**config.mk**
```make
export PLATFORM = sky130hd
export DESIGN_NAME = detection_logger
export DESIGN_NICKNAME = d
export VERILOG_FILES = /design/src/rtl/detection_logger_pkg.sv /design/src/rtl/detection_logger_fifo.sv /design/src/rtl/detection_logger.sv
export SDC_FILE = /design/constraint.sdc
export NUM_CORES = 1
export LEC_CHECK = 0
export CAP_MARGIN = 40
export CORE_MARGIN = 3
export CORE_UTILIZATION = 25
export DETAILED_ROUTE_END_ITERATION = 7
export PLACE_DENSITY = 0.4
export SYNTH_ARGS = -nofsm -noshare
export SYNTH_HDL_FRONTEND = slang
export SYNTH_HIERARCHICAL = 1
export SYNTH_SLANG_ARGS = --single-unit
```
**constraint.sdc**
```tcl
create_clock -name clk -period 4.6 [get_ports clk]
set_clock_uncertainty 0.1 [all_clocks]
set_input_delay 0.92 -clock clk [delete_from_list [all_inputs] [get_ports clk]]
set_output_delay 0.92 -clock clk [all_outputs]
set_load 0.02 [all_outputs]
```
**src/rtl/detection_logger_pkg.sv**
```systemverilog
// Shared defaults and the timestamp type for the detection logger.
package detection_logger_pkg;

  localparam int TS_WIDTH_DEF   = 16;
  localparam int FIFO_DEPTH_DEF = 8;
  localparam int CNT_WIDTH_DEF  = 8;

  // Timestamp as logged at the default width.
  typedef logic [TS_WIDTH_DEF-1:0] ts_t;

endpackage : detection_logger_pkg

```
**src/rtl/detection_logger_fifo.sv**
```systemverilog
// Show-ahead event FIFO: head entry is visible on dout whenever not empty.
// A push while full is accepted only when a pop happens in the same cycle.
module event_fifo #(
  parameter int WIDTH = 16,
  parameter int DEPTH = 8
) (
  input  logic                     clk,
  input  logic                     reset_n,
  input  logic                     clear,
  input  logic                     push,
  input  logic                     pop,
  input  logic [WIDTH-1:0]         din,
  output logic [WIDTH-1:0]         dout,
  output logic                     full,
  output logic                     empty,
  output logic [$clog2(DEPTH):0]   count
);

  localparam int AW = $clog2(DEPTH);
  localparam logic [AW:0] FULL_CNT = (AW+1)'(DEPTH);

  logic [WIDTH-1:0] r_mem [DEPTH];
  logic [AW-1:0]    r_wr_ptr;
  logic [AW-1:0]    r_rd_ptr;
  logic [AW:0]      r_count;
  logic             w_do_push;
  logic             w_do_pop;

  assign empty     = (r_count == '0);
  assign full      = (r_count == FULL_CNT);
  assign count     = r_count;
  assign dout      = r_mem[r_rd_ptr];
  assign w_do_pop  = pop && !empty;
  assign w_do_push = push && (!full || w_do_pop);

  // Pointer and occupancy tracking; clear flushes without touching storage.
  always_ff @(posedge clk or negedge reset_n) begin
    if (!reset_n) begin
      r_wr_ptr <= '0;
      r_rd_ptr <= '0;
      r_count  <= '0;
    end else if (clear) begin
      r_wr_ptr <= '0;
      r_rd_ptr <= '0;
      r_count  <= '0;
    end else begin
      if (w_do_push) r_wr_ptr <= r_wr_ptr + AW'(1);
      if (w_do_pop)  r_rd_ptr <= r_rd_ptr + AW'(1);
      if (w_do_push && !w_do_pop)      r_count <= r_count + (AW+1)'(1);
      else if (w_do_pop && !w_do_push) r_count <= r_count - (AW+1)'(1);
    end
  end

  // Storage is write-only on push; contents past the read pointer are don't-care.
  always_ff @(posedge clk) begin
    if (w_do_push && !clear) r_mem[r_wr_ptr] <= din;
  end

endmodule : event_fifo

```
**src/rtl/detection_logger.sv**
```systemverilog
// Timestamps rising edges of an upstream detector flag into a FIFO and keeps
// saturating event/drop statistics with a sticky overflow flag.
module detection_logger
  import detection_logger_pkg::*;
#(
  parameter int TS_WIDTH   = TS_WIDTH_DEF,
  parameter int FIFO_DEPTH = FIFO_DEPTH_DEF,
  parameter int CNT_WIDTH  = CNT_WIDTH_DEF
) (
  input  logic                          clk,
  input  logic                          reset_n,
  input  logic                          detected,
  input  logic                          enable,
  input  logic                          clear,
  output logic                          evt_valid,
  input  logic                          evt_ready,
  output logic [TS_WIDTH-1:0]           evt_ts,
  output logic [$clog2(FIFO_DEPTH):0]   fill_level,
  output logic [CNT_WIDTH-1:0]          event_count,
  output logic [CNT_WIDTH-1:0]          drop_count,
  output logic                          overflow
);

  if (FIFO_DEPTH < 2 || (FIFO_DEPTH & (FIFO_DEPTH - 1)) != 0) begin : g_bad_depth
    $error("detection_logger: FIFO_DEPTH must be a power of two >= 2");
  end

  logic [TS_WIDTH-1:0]  r_ts;
  logic                 r_det_prev;
  logic [CNT_WIDTH-1:0] r_event_count;
  logic [CNT_WIDTH-1:0] r_drop_count;
  logic                 r_overflow;

  logic w_event;
  logic w_pop;
  logic w_push;
  logic w_drop;
  logic w_full;
  logic w_empty;

  // An event is a fresh rising edge while enabled; an event in a clear cycle is lost.
  assign w_event = detected && !r_det_prev && enable;
  assign w_pop   = !w_empty && evt_ready;
  assign w_push  = w_event && !clear && (!w_full || w_pop);
  assign w_drop  = w_event && !clear && w_full && !w_pop;

  assign evt_valid   = !w_empty;
  assign event_count = r_event_count;
  assign drop_count  = r_drop_count;
  assign overflow    = r_overflow;

  // Free-running timestamp; only reset stops it.
  always_ff @(posedge clk or negedge reset_n) begin
    if (!reset_n) r_ts <= '0;
    else          r_ts <= r_ts + TS_WIDTH'(1);
  end

  // Previous-cycle detector level for edge detection; deliberately ignores clear and enable.
  always_ff @(posedge clk or negedge reset_n) begin
    if (!reset_n) r_det_prev <= 1'b0;
    else          r_det_prev <= detected;
  end

  // Saturating statistics and sticky overflow, flushed by clear.
  always_ff @(posedge clk or negedge reset_n) begin
    if (!reset_n) begin
      r_event_count <= '0;
      r_drop_count  <= '0;
      r_overflow    <= 1'b0;
    end else if (clear) begin
      r_event_count <= '0;
      r_drop_count  <= '0;
      r_overflow    <= 1'b0;
    end else begin
      if (w_event && r_event_count != '1) r_event_count <= r_event_count + CNT_WIDTH'(1);
      if (w_drop && r_drop_count != '1)   r_drop_count  <= r_drop_count + CNT_WIDTH'(1);
      if (w_drop)                         r_overflow    <= 1'b1;
    end
  end

  event_fifo #(
    .WIDTH (TS_WIDTH),
    .DEPTH (FIFO_DEPTH)
  ) u_fifo (
    .clk     (clk),
    .reset_n (reset_n),
    .clear   (clear),
    .push    (w_push),
    .pop     (w_pop),
    .din     (r_ts),
    .dout    (evt_ts),
    .full    (w_full),
    .empty   (w_empty),
    .count   (fill_level)
  );

endmodule : detection_logger
```
==> impl_metrics.csv, run 1 <==
group,metric,value,unit
outcome,status,"complete, no violations",
clocking,cts_root_buf,"clkbuf_16",
synth,yosysTopAreaCellShare,52.9,%
sta,fmax,272,MHz
clocking,holdBufCountCts,0,
critical_path,cpMaxStageDelayCell,"mux4_1",
critical_path,worstPathMaxFanout,28,
critical_path,critical_path_arrival,2.65,ns
global_routing,grt-ovfl-total,0,
drt,met2_length,7630,um
placement,placed_cell_area,8250,sq um
synth,ys_ff_latch,172,
critical_path,critPathKind,"flip-flop to output pin",
floorplan,initial_core_util,25.7,%
synth,syn_inst,426,
drt,drt_iter0_drc,215,
floorplan,io_pins,44,
drt,first_pass_iters,4,
placement,numPortBuffers,43,
layout,final_cell_mix,"128 x edfxtp_1, 43 x dfrtp_1, 42 x clkdlybuf4s50_1, 27 x nor2_1, 25 x mux4_1",
flow_run,maxCapViolCount,0,
floorplan,die_w,176,um
layout,fin_nets,503,
critical_path,worstPathRequired,3.58,ns
synth,ys_top_cells_by_area,"edfxtp_1 53%, dfrtp_1 15%, mux4_1 9.0%, mux2_2 2.5%, mux4_2 2.2%",
drt,drt-met1-wl,7610,um
clocking,numCtsBuffers,17,
clocking,clockBufferDepth,2,
sta,fin_ws,0.929,ns
critical_path,reg2reg_slack,1.55,ns
clocking,clk_latency,0.42,ns
sta,min_period_over_period,79.8,%
drt,avgViaCountPerCell,4.50,
clocking,clk_pin_slew,0.07,ns
clocking,cts_tree,"built",
synth,synth.distinct_cells,49,
placement,place.gp.congestion,0.757,
sta,finalMaxSlewViolations,0,
synth,synth_area,7270,sq um
layout,layout-drive-gt1-share,17.5,%
sta,layout_min_cycle_time,3.67,ns
sta,finalSetupViolCount,0,
critical_path,crit_path_end_kind,"output pin",
power_and_ir_drop,vdd_drop_max,0.230,mV
placement,dpl.hpwl,9530,um
drt,avgRoutedWirePerCell,18.0,um
critical_path,critical_path.cell_chain,"buf_12, mux4_1, mux2_2, clkdlybuf4s50_1",
floorplan,coreArea,28200,sq um
sta,tightest_slew,0.666,ns
clocking,ctsResizeCount,0,
synth,yosysSeqAreaShare,68.1,%
layout,layout_commonest_cell,"edfxtp_1",
drt,wl,15800,um
floorplan,die_area,31100,sq um
floorplan,die_h,176,um
drt,wl_met3,437,um
layout,final_cell_area,8840,sq um
power_and_ir_drop,leakage,0.00312,uW
sta,rsz0062_at_grt,"false",
sta,whs,0.358,ns
layout,antenna_cells,0,
global_routing,first_global_vias,4099,
layout,area_growth,21.6,%
placement,post-place-ws,1.10,ns
synth,yosysTopAreaCell,"edfxtp_1",
drt,drtAntennaViolNets,0,
synth,ys_warn_count,6,
sta,tns,0,ns
synth,syn_nets,440,
clocking,post-cts-setup-buffer-count,0,
clocking,cts_num_sinks,172,
drt,post-route-drc-count,0,
floorplan,rows,61,
drt,dr.max_layer_used,"met4",
critical_path,crit_path_start_kind,"flip-flop",
global_routing,grt_pass1_wl,24600,um
global_routing,antenna_found_initial,0,
power_and_ir_drop,powerDensity,392,nW/um^2
min_path,hp-class,"primary input to async pin",
clocking,htreeDepth,4,
synth,syn_avg_cell_area,17.1,sq um
global_routing,grt_usage,10.5,%
global_routing,grt_max_degree,35,
sta,slew_headroom,55.2,%
critical_path,slowest_delay,0.59,ns
sta,hold_viol_final,0,
drt,via_count,3956,
-- flip-flops by register name (all words and copies together), names as in the netlist --
| name | cells |
|---|---|
| drop_count | 8 |
| event_count | 8 |
| overflow | 1 |
| r_det_prev | 1 |
| r_ts | 16 |
| u_fifo/count | 4 |
| u_fifo/r_mem | 128 |
| u_fifo/r_rd_ptr | 3 |
| u_fifo/r_wr_ptr | 3 |
-- synthesized netlist by cell type (all sizes together) --
library cell,n
edfxtp,128
dfrtp,44
mux4,32
nor2,27
nand3,19
inv,16
mux2,16
nand2,13
xnor2,11
xor2,11
nor3,10
buf,9
clkbuf,9
o21ai,8
ha,7
nand4,6
o31ai,6
a21oi,5
mux2i,5
o211ai,5
o311ai,5
or3,5
a211oi,4
nor4,4
nand2b,3
o311a,3
or2,3
and3,2
and3b,2
fa,1
nand3b,1
nor2b,1
nor4b,1
o2111ai,1
o21bai,1
or4,1
or4b,1
-- stage by stage --
step / utilization (%) / cells / total power [uW]
3_5_place_dp: 29.2 / 848 / 2050
4_1_cts: 31.3 / 880 / 3510
5_1_grt: 31.3 / 880 / 3610
2_1_floorplan: - / 426 / 1950
3_3_place_gp: 29.1 / 847 / 2050
6_report: 31.3 / 880 / 3470
-- metal layers --
layer,up-vias,GRT usage [%]
met2,60,17.0
met4,0,2.75
met5,-,0
met3,10,2.58
li1,1817,-
met1,2069,14.1
-- power breakdown --
part           internal, uW  leakage (uW)  switching, uW
clock network           791      0.000287            659
logic                   142       0.00101            180
registers              1660       0.00183           29.2
total                  2600       0.00312            868
-- final cells by class --
class                      count  area [sq um]
clock buffer                  19           443
multi-input combinational    220          2170
fill                        2789         19400
tap                          378           473
clock inverter                13           148
inverter                      16          60.1
timing repair buffer          62           593
sequential                   172          4950
-- worst paths after layout --
kind,startpoint,to,cells past startpoint
worst min register to register,overflow,overflow,2
worst max-delay path,u_fifo/r_rd_ptr[0],evt_ts[15],4
min in group clk,overflow,overflow,2
max in group asynchronous,reset_n,r_ts[8],3
worst min-delay path,reset_n,overflow,2
worst max register to register,u_fifo/count[1],u_fifo/count[3],11
-- cell families after synthesis --
| kind of cell | Yosys count | share of synthesized area, % |
|---|---|---|
| flops | 172 | 68.1 |
| xor+xnor | 22 | 2.65 |
| simple gates | 99 | 6.96 |
| mux | 53 | 14.4 |
| fa+ha+maj | 8 | 1.48 |
| buf+inv | 34 | 2.41 |
| compound gates | 38 | 4.06 |
-- worst max-delay path: cells and delay by family, from the launching register on --
| family | cells | cell delay (ns) |
|---|---|---|
| mux | 2 | 0.88 |
| flops | 1 | 0.50 |
| buf+inv | 2 | 0.81 |
No activity file was read; power rests on OpenSTA's default activity.
==> run 2: changes to the inputs <==
clock period = 3.8 ns   (was 4.6 ns; I/O delays follow)
==> run 2 against run 1 <==
Cell count increased by 0.34%. Register-to-register slack got worse by 0.75 ns. Power increased by 19%. Clock power increased by 17%. Largest power group unchanged. Highest routed layer unchanged.
==> impl_metrics.csv, run 2 (synthesis gave the netlist of run 1 again) <==
group,metric,value,unit
placement,dp_cells,851,
min_path,hp-class,"primary input to async pin",
global_routing,first_global_vias,4052,
floorplan,rows,61,
layout,layout_commonest_cell,"edfxtp_1",
global_routing,grt_max_degree,33,
sta,layout_min_cycle_time,3.46,ns
layout,antenna_cells,0,
critical_path,crit_path_start_kind,"flip-flop",
sta,tns,0,ns
layout,fill_cells,2790,
critical_path,critical_path_arrival,2.60,ns
clocking,cts_num_sinks,172,
clocking,clockBufferDepth,2,
clocking,clk_latency,0.43,ns
outcome,status,"complete, no violations",
floorplan,io_pins,44,
power_and_ir_drop,p_switching,1070,uW
drt,first_pass_iters,5,
sta,fmax,289,MHz
layout,largest_reg_flops,128,
drt,post-route-drc-count,0,
sta,tightest_slew,0.650,ns
clocking,post-cts-setup-buffer-count,0,
drt,wl,15900,um
sta,rsz0062_at_grt,"false",
placement,place.gp.congestion,0.694,
flow_run,maxCapViolCount,0,
sta,min_period_over_period,91.1,%
layout,reg.largest.list,"u_fifo/r_mem (128), r_ts (16)",
critical_path,worstPathMaxFanout,32,
layout,final_cell_mix,"128 x edfxtp_1, 43 x dfrtp_1, 42 x clkdlybuf4s50_1, 27 x nor2_1, 25 x mux4_1",
layout,top_register,"u_fifo/r_mem",
critical_path,worstPathRequired,2.94,ns
layout,regArea,4950,sq um
clocking,cts_tree,"built",
clocking,cts_root_buf,"clkbuf_16",
floorplan,initial_core_util,25.7,%
layout,stdcell_count,883,
placement,numPortBuffers,43,
clocking,ctsResizeCount,0,
layout,multi_input_area,2190,sq um
global_routing,grt-ovfl-total,0,
power_and_ir_drop,swShare,25.9,%
floorplan,die_h,176,um
clocking,htreeDepth,4,
sta,slew_headroom,56.6,%
drt,avgViaCountPerCell,4.47,
sta,hold_viol_final,0,
power_and_ir_drop,p_int,3070,uW
power_and_ir_drop,vdd_drop_max,0.245,mV
layout,fin_nets,506,
layout,area_growth,22.1,%
sta,finalMaxSlewViolations,0,
drt,avgRoutedWirePerCell,18.0,um
sta,finalSetupViolCount,0,
floorplan,die_area,31100,sq um
layout,finalCoreUtilization,31.4,%
drt,drt_iter0_drc,242,
critical_path,crit_path_end_kind,"output pin",
floorplan,die_w,176,um
drt,drtAntennaViolNets,0,
power_and_ir_drop,powerDensity,466,nW/um^2
global_routing,antenna_found_initial,0,
critical_path,critPathKind,"flip-flop to output pin",
clocking,clk_pin_slew,0.08,ns
power_and_ir_drop,comb_power_share,9.5,%
power_and_ir_drop,pwr-share-seq,49.5,%
drt,via_count,3946,
power_and_ir_drop,leakage,0.00314,uW
floorplan,coreArea,28200,sq um
clocking,numCtsBuffers,17,
clocking,holdBufCountCts,0,
placement,dpl.hpwl,9970,um
global_routing,grt_pass1_wl,25100,um
power_and_ir_drop,power_frac_clock,41.0,%
layout,layout-drive-gt1-share,18.2,%
global_routing,grt_usage,10.7,%
[run 2: worst paths after layout]
check,from,to,slack (ns),cells after the start
min in group clk,overflow,overflow,0.42,2
max,u_fifo/r_rd_ptr[0],evt_ts[7],0.34,4
max in group asynchronous,reset_n,r_ts[10],3.04,2
min reg2reg,overflow,overflow,0.42,2
max reg2reg,u_fifo/count[2],u_fifo/count[3],0.80,11
min,reset_n,drop_count[6],0.10,1
[run 2: stage by stage]
step           hold slack, ns  instance area [sq um]  setup slack, ns  power (uW)
3_3_place_gp            0.412                   8280            0.551        2480
6_report                0.101                   8870            0.340        4140
4_1_cts                 0.101                   8870            0.283        4200
3_5_place_dp            0.409                   8300            0.492        2490
5_1_grt                0.0992                   8870            0.243        4310
2_1_floorplan           0.364                   7280            0.461        2360
[run 2: power by group through the flow]
stage	clock network, uW	registers [uW]	logic (uW)
global route	1830	2050	431
finish	1700	2050	392
detailed placement	0	2090	400
floorplan	0	2090	274
CTS	1740	2050	402
global placement	0	2090	393
[run 2: critical path: stages (launching register included)]
cell and delay, ns:
dfrtp_2 0.41, buf_12 0.27, mux4_1 0.61, mux2_2 0.30, clkdlybuf4s50_1 0.54
[run 2: metal layers]
metal  vias up  routed length (um)  global-route usage, %
met3        14                 448                   2.39
met2        76                7620                   17.0
met5         -                   0                      0
met1      2042                7690                   14.8
li1       1814                   -                      -
met4         0                 167                   3.04
[run 2: layout make-up]
cell class	count	area share [%]
Clock buffer	17	4.79
Clock inverter	15	1.69
Inverter	16	0.677
Multi-Input combinational cell	220	24.7
Sequential cell	172	55.7
Tap cell	378	5.33
Timing Repair Buffer	65	7.08
==> run 3: changes to the inputs <==
CELL_PAD_IN_SITES_DETAIL_PLACEMENT = 1   (was default)
CELL_PAD_IN_SITES_GLOBAL_PLACEMENT = 1   (was default)
PLACE_DENSITY = 0.45   (was 0.4)
==> run 3 against run 2 <==
Flip-flop and latch count unchanged. Power about the same. Worst setup slack worse by 0.012 ns. Combinational power about the same.
==> impl_metrics.csv, run 3 (synthesis gave the netlist of run 1 again) <==
group,metric,value,unit
critical_path,crit_family,"multiplexers",
clocking,htreeDepth,4,
floorplan,die_w,176,um
power_and_ir_drop,powerDensity,470,nW/um^2
sta,slew_headroom,57.8,%
drt,wl,16200,um
placement,place.gp.congestion,0.708,
floorplan,coreArea,28200,sq um
sta,rsz0062_at_grt,"false",
layout,reg.largest.list,"u_fifo/r_mem (128), r_ts (16)",
sta,hold_viol_final,0,
drt,drtAntennaViolNets,0,
sta,finalSetupViolCount,0,
layout,area_growth,21.2,%
layout,antenna_cells,0,
drt,post-route-drc-count,0,
critical_path,cpMaxStageDelayCell,"mux4_1",
clocking,numCtsBuffers,17,
sta,tns,0,ns
critical_path,worstPathMaxFanout,31,
clocking,post-cts-setup-buffer-count,0,
global_routing,antenna_found_initial,0,
global_routing,first_global_vias,4327,
min_path,hp-class,"primary input to async pin",
layout,final_cell_mix,"128 x edfxtp_1, 43 x dfrtp_1, 42 x clkdlybuf4s50_1, 27 x nor2_1, 25 x mux4_1",
layout,layout-drive-gt1-share,17.4,%
flow_run,maxCapViolCount,0,
sta,finalMaxSlewViolations,0,
clocking,clockBufferDepth,2,
floorplan,die_h,176,um
global_routing,grt_pass1_wl,25600,um
power_and_ir_drop,leakage,0.00311,uW
layout,stdcell_count,879,
critical_path,slowest_delay,0.64,ns
floorplan,io_pins,44,
layout,largest_reg_flops,128,
critical_path,worstPathRequired,2.94,ns
drt,drt_iter0_drc,219,
critical_path,cp.buffers_inverters,2,
placement,dpl.hpwl,10100,um
drt,avgViaCountPerCell,4.52,
placement,numPortBuffers,43,
clocking,cts_root_buf,"clkbuf_16",
layout,layout_commonest_cell,"edfxtp_1",
drt,via_count,3973,
clocking,clk_latency,0.43,ns
sta,fmax,288,MHz
global_routing,grt_max_degree,35,
clocking,holdBufCountCts,0,
drt,avgRoutedWirePerCell,18.5,um
floorplan,initial_core_util,25.7,%
floorplan,die_area,31100,sq um
sta,tightest_slew,0.634,ns
layout,top_register,"u_fifo/r_mem",
clocking,cts_tree,"built",
global_routing,grt-ovfl-total,0,
drt,first_pass_iters,4,
critical_path,critPathKind,"flip-flop to output pin",
layout,fin_nets,502,
outcome,status,"complete, no violations",
critical_path,crit_path_end_kind,"output pin",
layout,fill_cells,2922,
sta,fin_ws,0.328,ns
sta,layout_min_cycle_time,3.47,ns
clocking,clk_pin_slew,0.07,ns
floorplan,rows,61,
critical_path,crit_path_start_kind,"flip-flop",
sta,min_period_over_period,91.4,%
critical_path,critical_path.cell_chain,"buf_12, mux4_1, mux2_2, clkdlybuf4s50_1",
clocking,ctsResizeCount,0,
placement,dp_cells,847,
power_and_ir_drop,vdd_drop_max,0.231,mV
critical_path,critical_path_arrival,2.61,ns
global_routing,grt_usage,10.9,%
clocking,cts_num_sinks,172,
placement,post-place-ws,0.427,ns
-- run 3: layout make-up --
class	instances	area [sq um]	share of cell area [%]
Tap cell	378	473	5.37
Clock buffer	18	429	4.87
Sequential cell	172	4950	56.2
Clock inverter	14	134	1.52
Timing Repair Buffer	61	573	6.51
Inverter	16	60.1	0.682
Multi-Input combinational cell	220	2190	24.9
-- run 3: metal layers --
layer	share of wire (%)	up-vias	global-route usage, %
li1	-	1804	-
met1	47	2087	14.5
met2	48	68	17.5
met3	3.8	14	2.84
met4	1.2	0	3.54
met5	0	-	0
-- run 3: power by group --
group | internal, uW | switching (uW)
registers | 2020 | 36.5
logic | 171 | 220
clock network | 920 | 772
total | 3110 | 1030
-- run 3: worst paths after layout --
| check | start | to | slack [ns] | cells past startpoint |
|---|---|---|---|---|
| setup / recovery | u_fifo/r_rd_ptr[0] | evt_ts[5] | 0.33 | 4 |
| hold / removal | reset_n | r_ts[13] | 0.23 | 1 |
| setup reg to reg | u_fifo/count[2] | u_fifo/count[3] | 0.77 | 11 |
| hold reg to reg | overflow | overflow | 0.43 | 2 |
| max in group asynchronous | reset_n | u_fifo/r_rd_ptr[0] | 2.61 | 2 |
| min in group clk | overflow | overflow | 0.43 | 2 |
-- run 3: through the flow --
stage	total power, uW	cell area [sq um]	utilization (%)	hold slack, ns
final	4140	8810	31.2	0.227
after global routing	4320	8810	31.2	0.252
after CTS	4200	8810	31.2	0.240
after detailed placement	2490	8240	29.2	0.420
after global placement	2490	8240	29.2	0.404
after floorplan	2360	7280	-	0.364
